File: config.mk
export PLATFORM = sky130hd
export DESIGN_NAME = freq_meter
export DESIGN_NICKNAME = d
export VERILOG_FILES = /design/src/rtl/freq_meter.sv
export SDC_FILE = /design/constraint.sdc
export NUM_CORES = 1
export LEC_CHECK = 0
export CAP_MARGIN = 20
export CORE_MARGIN = 5
export CORE_UTILIZATION = 40
export DETAILED_ROUTE_END_ITERATION = 10
export PLACE_DENSITY = 0.67
export SYNTH_ARGS = -nofsm -noshare
export SYNTH_HDL_FRONTEND = slang
export SYNTH_SLANG_ARGS = --single-unit
File: constraint.sdc
create_clock -name clk -period 2.55 [get_ports clk]
set_clock_uncertainty 0.15 [all_clocks]
set_input_delay 0.3825 -clock clk [delete_from_list [all_inputs] [get_ports clk]]
set_output_delay 0.3825 -clock clk [all_outputs]
set_load 0.02 [all_outputs]
File: src/rtl/freq_meter.sv
// freq_meter: gated frequency counter for an asynchronous input.
// Counts synchronized rising edges of sig_in over a gate of
// clock_frequency*1000*gate_ms clk cycles and publishes the count.
// Optional feature macro: FREQ_METER_BCD_EN adds the bcd output. A
// sequential double-dabble converter then delays the strobe by
// count_width+1 cycles.
module freq_meter #(
  parameter int clock_frequency = 50,
  parameter int gate_ms         = 1000,
  parameter int count_width     = 32,
  parameter int bcd_digits      = 10
) (
  input  logic                   clk,
  input  logic                   rst_n,
  input  logic                   en,
  input  logic                   sig_in,
  output logic [count_width-1:0] freq,
  output logic                   freq_valid,
  output logic                   overflow,
  output logic                   busy
`ifdef FREQ_METER_BCD_EN
  ,
  output logic [4*bcd_digits-1:0] bcd
`endif
);

  localparam int GC = clock_frequency * 1000 * gate_ms;
  localparam int GW = (GC > 1) ? $clog2(GC) : 1;
  localparam logic [GW-1:0]          GC_LAST = GW'(GC - 1);
  localparam logic [count_width-1:0] CNT_MAX = {count_width{1'b1}};

  typedef enum logic [1:0] {
    S_IDLE  = 2'd0,
    S_GATE  = 2'd1,
    S_LATCH = 2'd2
  } state_t;

  state_t                 r_state;
  state_t                 w_state_next;
  logic                   r_sync1;
  logic                   r_sync2;
  logic                   r_prev;
  logic                   w_edge;
  logic [GW-1:0]          r_gate_cnt;
  logic [count_width-1:0] r_edge_cnt;
  logic                   r_ovf;
  logic                   w_in_gate;
  logic                   w_abort;
  logic                   w_latch;
  logic [count_width-1:0] r_freq;
  logic                   r_freq_valid;
  logic                   r_overflow;
  logic                   r_busy;

  assign w_edge    = r_sync2 & ~r_prev;
  assign w_in_gate = (r_state == S_GATE) && en;
  assign w_abort   = (r_state == S_GATE) && !en;
  assign w_latch   = (r_state == S_LATCH);

  // Bring sig_in into the clk domain and keep the previous sample for edge detection
  always_ff @(posedge clk or negedge rst_n) begin
    if (!rst_n) begin
      r_sync1 <= 1'b0;
      r_sync2 <= 1'b0;
      r_prev  <= 1'b0;
    end else begin
      r_sync1 <= sig_in;
      r_sync2 <= r_sync1;
      r_prev  <= r_sync2;
    end
  end

  // State register
  always_ff @(posedge clk or negedge rst_n) begin
    if (!rst_n) begin
      r_state <= S_IDLE;
    end else begin
      r_state <= w_state_next;
    end
  end

  // Next-state logic; dropping en inside a gate abandons it
  always_comb begin
    w_state_next = r_state;
    case (r_state)
      S_IDLE: begin
        if (en) w_state_next = S_GATE;
        else    w_state_next = S_IDLE;
      end
      S_GATE: begin
        if (!en)                          w_state_next = S_IDLE;
        else if (r_gate_cnt == GC_LAST)   w_state_next = S_LATCH;
        else                              w_state_next = S_GATE;
      end
      S_LATCH: begin
        if (en) w_state_next = S_GATE;
        else    w_state_next = S_IDLE;
      end
      default: w_state_next = S_IDLE;
    endcase
  end

  // Busy flag follows the state being entered so it is itself a register
  always_ff @(posedge clk or negedge rst_n) begin
    if (!rst_n) begin
      r_busy <= 1'b0;
    end else begin
      r_busy <= (w_state_next != S_IDLE);
    end
  end

  // Gate timing and saturating edge accumulation; cleared outside an active gate
  always_ff @(posedge clk or negedge rst_n) begin
    if (!rst_n) begin
      r_gate_cnt <= {GW{1'b0}};
      r_edge_cnt <= {count_width{1'b0}};
      r_ovf      <= 1'b0;
    end else if (w_in_gate) begin
      r_gate_cnt <= r_gate_cnt + GW'(1);
      if (w_edge) begin
        if (r_edge_cnt == CNT_MAX) r_ovf <= 1'b1;
        else                       r_edge_cnt <= r_edge_cnt + count_width'(1);
      end else begin
        r_edge_cnt <= r_edge_cnt;
      end
    end else begin
      r_gate_cnt <= {GW{1'b0}};
      r_edge_cnt <= {count_width{1'b0}};
      r_ovf      <= 1'b0;
    end
  end

`ifdef FREQ_METER_BCD_EN
  localparam int BW = $clog2(count_width + 1);

  logic [count_width-1:0]  r_sh_cnt;
  logic [count_width-1:0]  r_shift;
  logic                    r_sh_ovf;
  logic                    r_conv;
  logic [BW-1:0]           r_bits;
  logic [4*bcd_digits-1:0] r_acc;
  logic [4*bcd_digits-1:0] r_bcd;
  logic [4*bcd_digits-1:0] w_acc_adj;

  // Double-dabble correction: add 3 to every digit that is 5 or more
  function automatic logic [4*bcd_digits-1:0] dd_adjust(input logic [4*bcd_digits-1:0] a);
    logic [4*bcd_digits-1:0] r;
    r = a;
    for (int d = 0; d < bcd_digits; d++) begin
      if (r[4*d +: 4] >= 4'd5) r[4*d +: 4] = r[4*d +: 4] + 4'd3;
      else                     r[4*d +: 4] = r[4*d +: 4];
    end
    return r;
  endfunction

  assign w_acc_adj = dd_adjust(r_acc);

  // Convert the latched count one bit per clk during the next gate, then publish
  always_ff @(posedge clk or negedge rst_n) begin
    if (!rst_n) begin
      r_sh_cnt     <= {count_width{1'b0}};
      r_shift      <= {count_width{1'b0}};
      r_sh_ovf     <= 1'b0;
      r_conv       <= 1'b0;
      r_bits       <= {BW{1'b0}};
      r_acc        <= {(4*bcd_digits){1'b0}};
      r_bcd        <= {(4*bcd_digits){1'b0}};
      r_freq       <= {count_width{1'b0}};
      r_overflow   <= 1'b0;
      r_freq_valid <= 1'b0;
    end else begin
      r_freq_valid <= 1'b0;
      if (w_latch) begin
        r_sh_cnt <= r_edge_cnt;
        r_shift  <= r_edge_cnt;
        r_sh_ovf <= r_ovf;
        r_acc    <= {(4*bcd_digits){1'b0}};
        r_bits   <= BW'(count_width);
        r_conv   <= 1'b1;
      end else if (w_abort) begin
        r_conv <= 1'b0;
      end else if (r_conv) begin
        if (r_bits != {BW{1'b0}}) begin
          r_acc   <= {w_acc_adj[4*bcd_digits-2:0], r_shift[count_width-1]};
          r_shift <= {r_shift[count_width-2:0], 1'b0};
          r_bits  <= r_bits - BW'(1);
        end else begin
          r_conv       <= 1'b0;
          r_bcd        <= r_acc;
          r_freq       <= r_sh_cnt;
          r_overflow   <= r_sh_ovf;
          r_freq_valid <= 1'b1;
        end
      end else begin
        r_conv <= 1'b0;
      end
    end
  end

  assign bcd = r_bcd;
`else
  // Publish the completed count straight from the LATCH state
  always_ff @(posedge clk or negedge rst_n) begin
    if (!rst_n) begin
      r_freq       <= {count_width{1'b0}};
      r_overflow   <= 1'b0;
      r_freq_valid <= 1'b0;
    end else begin
      r_freq_valid <= w_latch;
      if (w_latch) begin
        r_freq     <= r_edge_cnt;
        r_overflow <= r_ovf;
      end else begin
        r_freq     <= r_freq;
        r_overflow <= r_overflow;
      end
    end
  end
`endif

  assign freq       = r_freq;
  assign freq_valid = r_freq_valid;
  assign overflow   = r_overflow;
  assign busy       = r_busy;

endmodule

After elaboration in Yosys (flattened, before gate mapping)
Index checks and enable logic that the tools add are counted. W data, S select, Z words.

Register bits: 99. Latch bits: 0. RAM bits: 0. Memory bits (read-only): 0. Input port bits: 4. Output and inout port bits: 35. Logic and storage cells: 39. Memories kept: 0.

Add/subtract/negate cells: 2. Multipliers: 0. Div/mod/pow operators: 0. Order comparisons: 0. Equal/unequal tests: 7. Shifts and indexed selects: 0. Muxes and demuxes: 11. Bitwise gates (word level): 2. Reduce and logical (&&, ||, !) cells: 6.

Operator list (count): $mux W32 (3); $add A32 B1 Y32 const B (1); $eq A32 B32 Y1 const B (1); $add A26 B1 Y26 const B (1); $eq A26 B26 Y1 const B (1); $mux W26 (1); $mux W1 (4); $mux W2 (2); $ne A2 B2 Y1 const B (2); $pmux W2 S2 (1); $reduce_and A2 Y1 (2); $eq A2 B1 Y1 const B (1); $eq A2 B2 Y1 const B (1); $logic_not A2 Y1 (1); $ne A2 B1 Y1 const B (1); $reduce_bool A2 Y1 (1); $reduce_or A2 Y1 (1); $and A1 B1 Y1 (1); $logic_and A1 B1 Y1 (1); $not A1 Y1 (1).

Longest topological paths before layout
Gate-level depths: netlist of run 1.

Depth in word-level cells: 5. Depth in mapped cells: 8. Mapped depth without buffers: 6.

Worst setup path after synthesis of run 1
No wires, ideal clock.

Kind: flip-flop to flip-flop. Start: register r_edge_cnt[3]. End: register r_edge_cnt[27]. Library setup time: 0.078 ns. Arrival: 2.036 ns. Data required time: 2.322 ns. Setup slack: 0.286 ns. Cell stages (with the launch flop): 6. Path buffers: 0. Period minus slack after synthesis: 2.264 ns. Cell sequence: dfrtp_1 nand3_2 or4_4 or3_4 or4_1 a21oi_1.

Word-level cells in the longest chain between the ends: 4. Elaborated cells on any way between the ends: 7. Classes of those cells: add/sub: 1; eq/ne: 2; mux: 3; reduce/logical: 1.

RTL lines: from (decl) (line 45) `logic [count_width-1:0] r_edge_cnt;`; from (signal assigned) (line 116) `r_edge_cnt <= {count_width{1'b0}};`; from (signal assigned) (line 122) `else r_edge_cnt <= r_edge_cnt + count_width'(1);`; from (signal assigned) (line 124) `r_edge_cnt <= r_edge_cnt;`; $add A32 B1 Y32 (line 122); $mux W32 (line 121) `if (r_edge_cnt == CNT_MAX) r_ovf <= 1'b1;`; $mux W32 (line 120) `if (w_edge) begin`; $mux W32 (line 118) `end else if (w_in_gate) begin`.

Several ways; a longest one is shown, not always the timed one. The select of a mux whose other input is x is not followed. A chain may end at the register's enable or synchronous reset.

Worst setup path after layout of run 1
Start: register r_edge_cnt[7]. End: register r_edge_cnt[27].

Same word-level chain as after synthesis.

==> results of run 1 <==
-- report_power, final --
part           total (mW)  switching (mW)  internal [mW]
logic              0.0821          0.0607         0.0214
clock network        1.34           0.578          0.762
registers            1.58         0.00510           1.58
total                3.00           0.644           2.36
-- cell type report --
type	instances	area, µm²	share of cell area
Sequential cell	99	2477	0.4521
Clock inverter	6	65.06	0.01187
Timing Repair Buffer	52	510.5	0.09315
Tap cell	143	178.9	0.03265
Clock buffer	10	229.0	0.04178
Inverter	7	26.28	0.004795
Multi-Input combinational cell	302	1993	0.3637
-- cell usage in the layout, fill, tap and decap left out, types with 3 or more instances in the layout --
| cell type | netlist | final |
|---|---|---|
| sky130_fd_sc_hd__dfrtp_1 | 99 | 99 |
| sky130_fd_sc_hd__nor2_1 | 40 | 40 |
| sky130_fd_sc_hd__clkdlybuf4s50_1 | 0 | 37 |
| sky130_fd_sc_hd__mux2_2 | 29 | 29 |
| sky130_fd_sc_hd__a21oi_1 | 26 | 26 |
| sky130_fd_sc_hd__nand2_1 | 25 | 25 |
| sky130_fd_sc_hd__nand3_1 | 25 | 25 |
| sky130_fd_sc_hd__nand4_1 | 19 | 19 |
| sky130_fd_sc_hd__xnor2_1 | 18 | 18 |
| sky130_fd_sc_hd__or4_1 | 14 | 14 |
| sky130_fd_sc_hd__xor2_1 | 12 | 12 |
| sky130_fd_sc_hd__o21ai_0 | 12 | 12 |
| sky130_fd_sc_hd__buf_4 | 0 | 12 |
| sky130_fd_sc_hd__o31ai_1 | 11 | 11 |
| sky130_fd_sc_hd__nor4_1 | 11 | 10 |
| sky130_fd_sc_hd__or3_1 | 10 | 10 |
| sky130_fd_sc_hd__clkbuf_16 | 0 | 9 |
| sky130_fd_sc_hd__and3_1 | 8 | 8 |
| sky130_fd_sc_hd__inv_1 | 7 | 7 |
| sky130_fd_sc_hd__and4_1 | 6 | 6 |
| sky130_fd_sc_hd__nor3_1 | 4 | 4 |
| sky130_fd_sc_hd__and2_1 | 3 | 3 |
| sky130_fd_sc_hd__nand2b_1 | 4 | 3 |
-- worst min path at each step --
| stage | to | from | cells after the start |
|---|---|---|---|
| after floorplan | busy$_DFF_PN0_ | rst_n | 0 |
| after global placement | freq[11]$_DFFE_PN0N_ | rst_n | 1 |
| after detailed placement | freq[11]$_DFFE_PN0N_ | rst_n | 1 |
| after CTS | r_sync2$_DFF_PN0_ | r_sync1$_DFF_PN0_ | 0 |
| after global routing | r_sync2$_DFF_PN0_ | r_sync1$_DFF_PN0_ | 0 |
| final | r_sync2$_DFF_PN0_ | r_sync1$_DFF_PN0_ | 0 |
-- flip-flops by register name, indices dropped and copies added, names as in the netlist --
signal	flops
busy	1
freq	32
freq_valid	1
overflow	1
r_edge_cnt	32
r_gate_cnt	26
r_ovf	1
r_prev	1
r_state	2
r_sync1	1
r_sync2	1
-- Yosys cell counts, types with 3 or more instances --
library cell and n:
sky130_fd_sc_hd__nand4_1 19, sky130_fd_sc_hd__and4_1 6, sky130_fd_sc_hd__clkbuf_1 15, sky130_fd_sc_hd__a21oi_1 26
sky130_fd_sc_hd__xor2_1 12, sky130_fd_sc_hd__inv_1 7, sky130_fd_sc_hd__and3_1 8, sky130_fd_sc_hd__nand2b_1 4
sky130_fd_sc_hd__nor2_1 40, sky130_fd_sc_hd__mux2_2 29, sky130_fd_sc_hd__or3_1 10, sky130_fd_sc_hd__or4_1 14
sky130_fd_sc_hd__nand3_1 25, sky130_fd_sc_hd__xnor2_1 18, sky130_fd_sc_hd__nor3_1 4, sky130_fd_sc_hd__nor4_1 11
sky130_fd_sc_hd__and2_1 3, sky130_fd_sc_hd__nand2_1 25, sky130_fd_sc_hd__o21ai_0 12, sky130_fd_sc_hd__buf_2 4
sky130_fd_sc_hd__dfrtp_1 99, sky130_fd_sc_hd__o31ai_1 11
-- layer usage --
layer | vias to the layer above | part of all wire
met4 | 0 | 0.013
met5 | - | 0
met2 | 53 | 0.48
met1 | 1697 | 0.47
li1 | 1638 | -
met3 | 12 | 0.033
-- kinds of logic (layout without fill, tap and decap cells) --
kind of cell	after synthesis	count (layout)	synth area share
AOI/OAI and AO/OA	62	62	0.08388
xor gates and xnor gates	30	30	0.05757
adders and majority gates	2	2	0.005482
buffers and inverters	28	75	0.02412
DFF	99	99	0.5428
muxes	30	30	0.07374
and+or+nand+nor	178	178	0.2124
-- critical path: stages, from the launching register on --
cell	delay, ps
sky130_fd_sc_hd__dfrtp_1	410
sky130_fd_sc_hd__nand4_1	240
sky130_fd_sc_hd__or4_4	550
sky130_fd_sc_hd__or3_4	400
sky130_fd_sc_hd__or4_1	470
sky130_fd_sc_hd__a21oi_1	150
-- per-stage QoR --
stage	area [µm²]	hold WS (ps)	std cells
detailed placement	5162	177.7	602
CTS	5473	220.3	619
floorplan	4564	-63.09	429
global placement	5162	173.5	602
finish	5480	224.8	619
global route	5480	245.1	619
-- timing repair --
action                                  4_1_cts  5_1_grt
endpoints found under the hold margin        25        0
resized for setup                             1        1
hold buffers                                  1        0
endpoints found under the setup margin        1        2
==> summary.md, run 1 <==
| Metric | Value |
|---|---|
| Count of buffers inserted at the top-level ports | 38 |
| Core outline area | 11320 µm² |
| Global-route wire length before repair | roughly 17000 µm |
| Area growth, synth to finish | 20.07% |
| Instance count of the mapped netlist | ~430 |
| Via count of the first global-routing pass | ~3400 |
| Startpoint of the worst setup timing path | r_edge_cnt[7]$_DFFE_PN0P_ |
| Setup Buffers After CTS | 0 |
| Warning count from the yosys run | 0 |
| Final period demand of the worst path | about 2400 ps |
| CTS buffer count | 9 |
| Total GRT Usage | 0.1553 |
| Largest area contributor in the netlist | sky130_fd_sc_hd__dfrtp_1 |
| Count of antenna-violating nets left after detailed routing | 0 |
| Count of different cell masters after synthesis | 44 |
| Number of nets in the final layout | between 400 and 500 |
| Largest net degree at the start of global routing | 58 |
| Post-synth top area share | 0.5428 |
| Post-Place Worst Slack | 25.32 ps |
| Fraction of final layout cells sized beyond drive strength 1 | 0.1429 |
| Fmax | roughly 410 MHz |
| Crit path DAT | ~2600 ps |
| Count of final setup violators | 0 |
| FFs w/ async S/R, synth | 1.000 |
| RePlAce Congestion | 0.8332 |
| Pins Over Slew Limit | 0 |
| Peak supply drop | between 0.5 and 0.6 mV |
| Die Span Y | ~120 µm |
| Buffer depth of the longest clock path | 2 |
| Final global-route overflow total | 0 |
| Launching element type of the critical path | flip-flop |
| Crit path required time | 2670 ps |
| Capturing element of the worst setup path | r_edge_cnt[27]$_DFFE_PN0P_ |
| Main flop type after synthesis | sky130_fd_sc_hd__dfrtp_1 |
| Placed wire-length estimate | around 7000 µm |
| FILL cells | between 1000 and 1500 |
| Detailed-router iteration count before antenna repair | 4 |
| Leakage power | about 2.2 nW |
| M1 GR Usage | 0.2082 |
| Fraction of the cycle the final worst path needs | 0.9564 |
| Netlist area before placement | between 4000 and 5000 µm² |
| Clock latency at the later pin of the worst-skew pair | about 340 ps |
| Die area | 13650 µm² |
| Fraction of the core area covered by cells at the end of the flow | 0.4841 |
| Mean Syn Cell Area | 10.64 µm² |
| Ports | 39 |
| Final Total Pwr | about 3 mW |
| Met3 track utilization from global routing | 0.03342 |
| Number of sinks handled by clock tree synthesis | between 90 and 100 |
| Post-layout worst setup margin | between 100 and 150 ps |
| Via count of the routed design | 3400 |
| Reg2reg setup slack | 110 ps |
| Max-cap violation count | 0 |
| Kind of path behind the tightest hold check | reg -> reg |
| Category of the critical setup timing path | reg -> reg |
| Worst flop-to-flop path startpoint | r_edge_cnt[7]$_DFFE_PN0P_ |
| Sum of routed wire length over all layers | 9784 µm |
| Clock root buffer | sky130_fd_sc_hd__clkbuf_16 |
| Number of flops mapped to enable cells by yosys | 0 |
| Starting utilization of the core area | 0.4032 |
| Final total negative setup slack | 0 ps |
| WL per Instance | 15.81 µm |
| Clock transition at the registers of the reported paths | ~70 ps |
| Worst R2R Path Depth | 5 |
| Mean number of vias per cell | 5.493 |
| Critical path endpoint category | flip-flop |
| Measured slew at the worst slew-check pin | ~880 ps |
| Antenna fix cells | 0 |
| Max-slew headroom at the worst pin | 0.4109 |
| Count of state elements after synthesis | 99 |
| Maximum fanout encountered on the critical timing path | 6 |
| Antenna violations before repair | 0 |
| Sequential-to-total area share from yosys stat | 0.5428 |
| Number of placement rows | 39 |
| Initial DRC Count | roughly 200 |
| Met2 layer usage reported by global route | 0.2514 |
| Run status | finished clean |
| Width of the die | 116.8 µm |
| Synth Net Count | 435 |
| Cell types with the largest area share after synthesis | sky130_fd_sc_hd__dfrtp_1 54%, sky130_fd_sc_hd__mux2_2 7.2%, sky130_fd_sc_hd__xnor2_1 3.5%, sky130_fd_sc_hd__nor2_1 3.3%, sky130_fd_sc_hd__a21oi_1 2.9% |
| H-tree levels | 3 |
| Unrepaired setup endpoints after global routing | no |
| Layer with the highest usage | met2 |
| Clock tree from TritonCTS | built |
| PwrDens | around 550 nW/µm² |
| Number of endpoints with negative hold slack in the final report | 0 |
| Remaining design rule violation count | 0 |
| Reg-to-Reg End | r_edge_cnt[27]$_DFFE_PN0P_ |
Note: power is estimated with default switching activity, not from simulation.
==> run 2, diff against run 1 <==
--- a/config.mk
+++ b/config.mk
@@ -9,7 +9,7 @@
 export CORE_MARGIN = 5
 export CORE_UTILIZATION = 40
 export DETAILED_ROUTE_END_ITERATION = 10
-export PLACE_DENSITY = 0.67
+export PLACE_DENSITY = 0.69
 export SYNTH_ARGS = -nofsm -noshare
 export SYNTH_HDL_FRONTEND = slang
 export SYNTH_SLANG_ARGS = --single-unit
==> summary.md, run 2 (same netlist as run 1, synthesis figures left out) <==
| Metric | Value |
|---|---|
| Setup Buffers After CTS | 0 (unchanged) |
| Number of sinks handled by clock tree synthesis | 99 (unchanged) |
| Mean number of vias per cell | 5.385 (-2.0%) |
| Met3 track utilization from global routing | 0.03650 (+0.003085) |
| Final period demand of the worst path | 2425 ps (-13.94 ps) |
| Number of nets in the final layout | 478 (+0.21%) |
| Run status | finished clean |
| Maximum fanout encountered on the critical timing path | 8 (+2) |
| Ports | 39 (unchanged) |
| Final global-route overflow total | 0 (unchanged) |
| Buffer depth of the longest clock path | 2 (unchanged) |
| Max-cap violation count | 0 (unchanged) |
| Core outline area | 11320 µm² (unchanged) |
| Peak supply drop | 0.3399 mV (-37%) |
| Die area | 13650 µm² (unchanged) |
| Worst R2R Path Depth | 5 (unchanged) |
| H-tree levels | 3 (unchanged) |
| Total GRT Usage | 0.1516 (-0.003715) |
| Via count of the routed design | 3339 (-1.8%) |
| Count of antenna-violating nets left after detailed routing | 0 (unchanged) |
| Kind of path behind the tightest hold check | reg -> reg |
| Leading cell types in the layout, fill and taps excluded | 98 x sky130_fd_sc_hd__dfrtp_1, 40 x sky130_fd_sc_hd__nor2_1, 37 x sky130_fd_sc_hd__clkdlybuf4s50_1 |
| Pins Over Slew Limit | 0 (unchanged) |
| Clock root buffer | sky130_fd_sc_hd__clkbuf_16 |
| Placed wire-length estimate | 6551 µm (-3.8%) |
| Number of placement rows | 39 (unchanged) |
| Largest net degree at the start of global routing | 39 (-33%) |
| Via count of the first global-routing pass | 3287 (-4.1%) |
| Layer with the highest usage | met2 |
| Count of final setup violators | 0 (unchanged) |
| Final total negative setup slack | 0 ps (unchanged) |
| Met2 layer usage reported by global route | 0.2427 (-0.008722) |
| Fmax | 412.4 MHz (+0.57%) |
| Clock latency at the later pin of the worst-skew pair | 350 ps (about the same) |
| Remaining design rule violation count | 0 (unchanged) |
| RePlAce Congestion | 0.8453 (+1.5%) |
| Leading cell type in the layout, fill and taps excluded | sky130_fd_sc_hd__dfrtp_1 |
| Initial DRC Count | 204 (+2.5%) |
| Crit path required time | 2680 ps (about the same) |
| Die Span Y | 116.8 µm (unchanged) |
| Launching element type of the critical path | flip-flop |
| Unrepaired setup endpoints after global routing | no |
| Antenna fix cells | 0 (unchanged) |
| Number of endpoints with negative hold slack in the final report | 0 (unchanged) |
| Critical path endpoint category | flip-flop |
| Clock transition at the registers of the reported paths | 70 ps (about the same) |
| Measured slew at the worst slew-check pin | 892.6 ps (+9.041 ps) |
| PwrDens | 548.8 nW/µm² (+0.14%) |
| CTS buffer count | 9 (unchanged) |
| Slowest cell on the critical path | sky130_fd_sc_hd__or4_4 |
| Area growth, synth to finish | 20.50% |
| Clock tree from TritonCTS | built |
| Leakage power | 2.239 nW (about the same) |
| Max-slew headroom at the worst pin | 0.4049 (-0.006028) |
| Sum of routed wire length over all layers | 9411 µm (-3.8%) |
| Final Total Pwr | 3.019 mW (+0.50%) |
| Width of the die | 116.8 µm (unchanged) |
| Stage delay of the slowest cell on the critical path | 570 ps (+20 ps) |
| Category of the critical setup timing path | reg -> reg |
| Number of cells traversed by the worst hold path | 0 (unchanged) |
| M1 GR Usage | 0.2033 (-0.004901) |
| Fraction of the cycle the final worst path needs | 0.9509 (-0.005465) |
| Starting utilization of the core area | 0.4032 (unchanged) |
| Count of buffers inserted at the top-level ports | 38 (unchanged) |
| WL per Instance | 15.18 µm (-4.0%) |
| Antenna violations before repair | 0 (unchanged) |
| Crit path DAT | 2560 ps (about the same) |
| Fraction of final layout cells sized beyond drive strength 1 | 0.1509 (+0.008086) |
| Global-route wire length before repair | 16350 µm (-3.3%) |
| Detailed-router iteration count before antenna repair | 4 (unchanged) |
| Cell breakdown of the critical path | nand3_2 > or4_4 > or3_4 > or4_1 > a21oi_1 |
## run 2: changes by cell type in the layout (fill, tap and decap cells not counted)
cell                      before  now
sky130_fd_sc_hd__buf_4        12   13
sky130_fd_sc_hd__nor4_1       10    9
sky130_fd_sc_hd__nor4_2        1    2
sky130_fd_sc_hd__nand3_2       1    2
sky130_fd_sc_hd__nand3_1      25   24
sky130_fd_sc_hd__dfrtp_1      99   98
sky130_fd_sc_hd__dfrtp_2       0    1
## run 2: critical path, delay by kind of cell, from the launching register on
kind / cells / cell delay [ps]
AOI/OAI and AO/OA: 1 / 150
DFF: 1 / 440
and+or+nand+nor: 4 / 1620
## run 2: path summary, 6_finish.rpt
path                                           startpoint  slack [ps]                    endpoint
worst min register to register          r_sync1$_DFF_PN0_         210           r_sync2$_DFF_PN0_
worst min-delay path                    r_sync1$_DFF_PN0_         210           r_sync2$_DFF_PN0_
worst max register to register  r_edge_cnt[4]$_DFFE_PN0P_         130  r_edge_cnt[27]$_DFFE_PN0P_
worst max-delay path            r_edge_cnt[4]$_DFFE_PN0P_         130  r_edge_cnt[27]$_DFFE_PN0P_
min in group asynchronous                           rst_n         340        freq[14]$_DFFE_PN0N_
max in group asynchronous                           rst_n        1290   r_edge_cnt[3]$_DFFE_PN0P_
## run 2: routing by layer
metal	vias to the layer above	routed length [µm]
li1	1643	-
met1	1636	4500
met2	47	4424
met3	13	333
met4	0	153
met5	-	0
## run 2: power by group
group	switching (mW)	total (mW)	internal, mW
registers	0.00539	1.58	1.58
logic	0.0603	0.0845	0.0241
clock network	0.590	1.35	0.762
## run 2: layout make-up
type,instances,area (µm²)
Fill cell,1057,5821
Sequential cell,99,2479
Multi-Input combinational cell,302,2004
Timing Repair Buffer,53,518.0
Clock buffer,10,229.0
Tap cell,143,178.9
Clock inverter,6,65.06
Inverter,7,26.28
## run 2: through the flow
stage | util | cells | area [µm²] | hold WS, ps | setup WS, ps
global placement | 0.4567 | 603 | 5170 | 178.5 | 84.20
detailed placement | 0.4567 | 603 | 5170 | 179.2 | 65.20
floorplan | - | 429 | 4564 | -63.09 | 286.4
CTS | 0.4835 | 620 | 5474 | 215.3 | 34.55
finish | 0.4859 | 620 | 5500 | 207.5 | 125.2
global route | 0.4859 | 620 | 5500 | 222.2 | 3.011
## run 2: what timing repair did
action	4_1_cts	5_1_grt
gates resized for setup	0	5
endpoints found under the hold margin	24	0
setup endpoints to repair	0	9
hold buffers	1	0
==> run 3, diff against run 2 <==
--- a/config.mk
+++ b/config.mk
@@ -8,8 +8,10 @@
 export CAP_MARGIN = 20
 export CORE_MARGIN = 5
 export CORE_UTILIZATION = 40
+export CTS_CLUSTER_SIZE = 25
 export DETAILED_ROUTE_END_ITERATION = 10
 export PLACE_DENSITY = 0.69
 export SYNTH_ARGS = -nofsm -noshare
 export SYNTH_HDL_FRONTEND = slang
 export SYNTH_SLANG_ARGS = --single-unit
+export TNS_END_PERCENT = 30
==> results of run 3 <==
Final layout, timing and power as in run 2 (identical DEF).
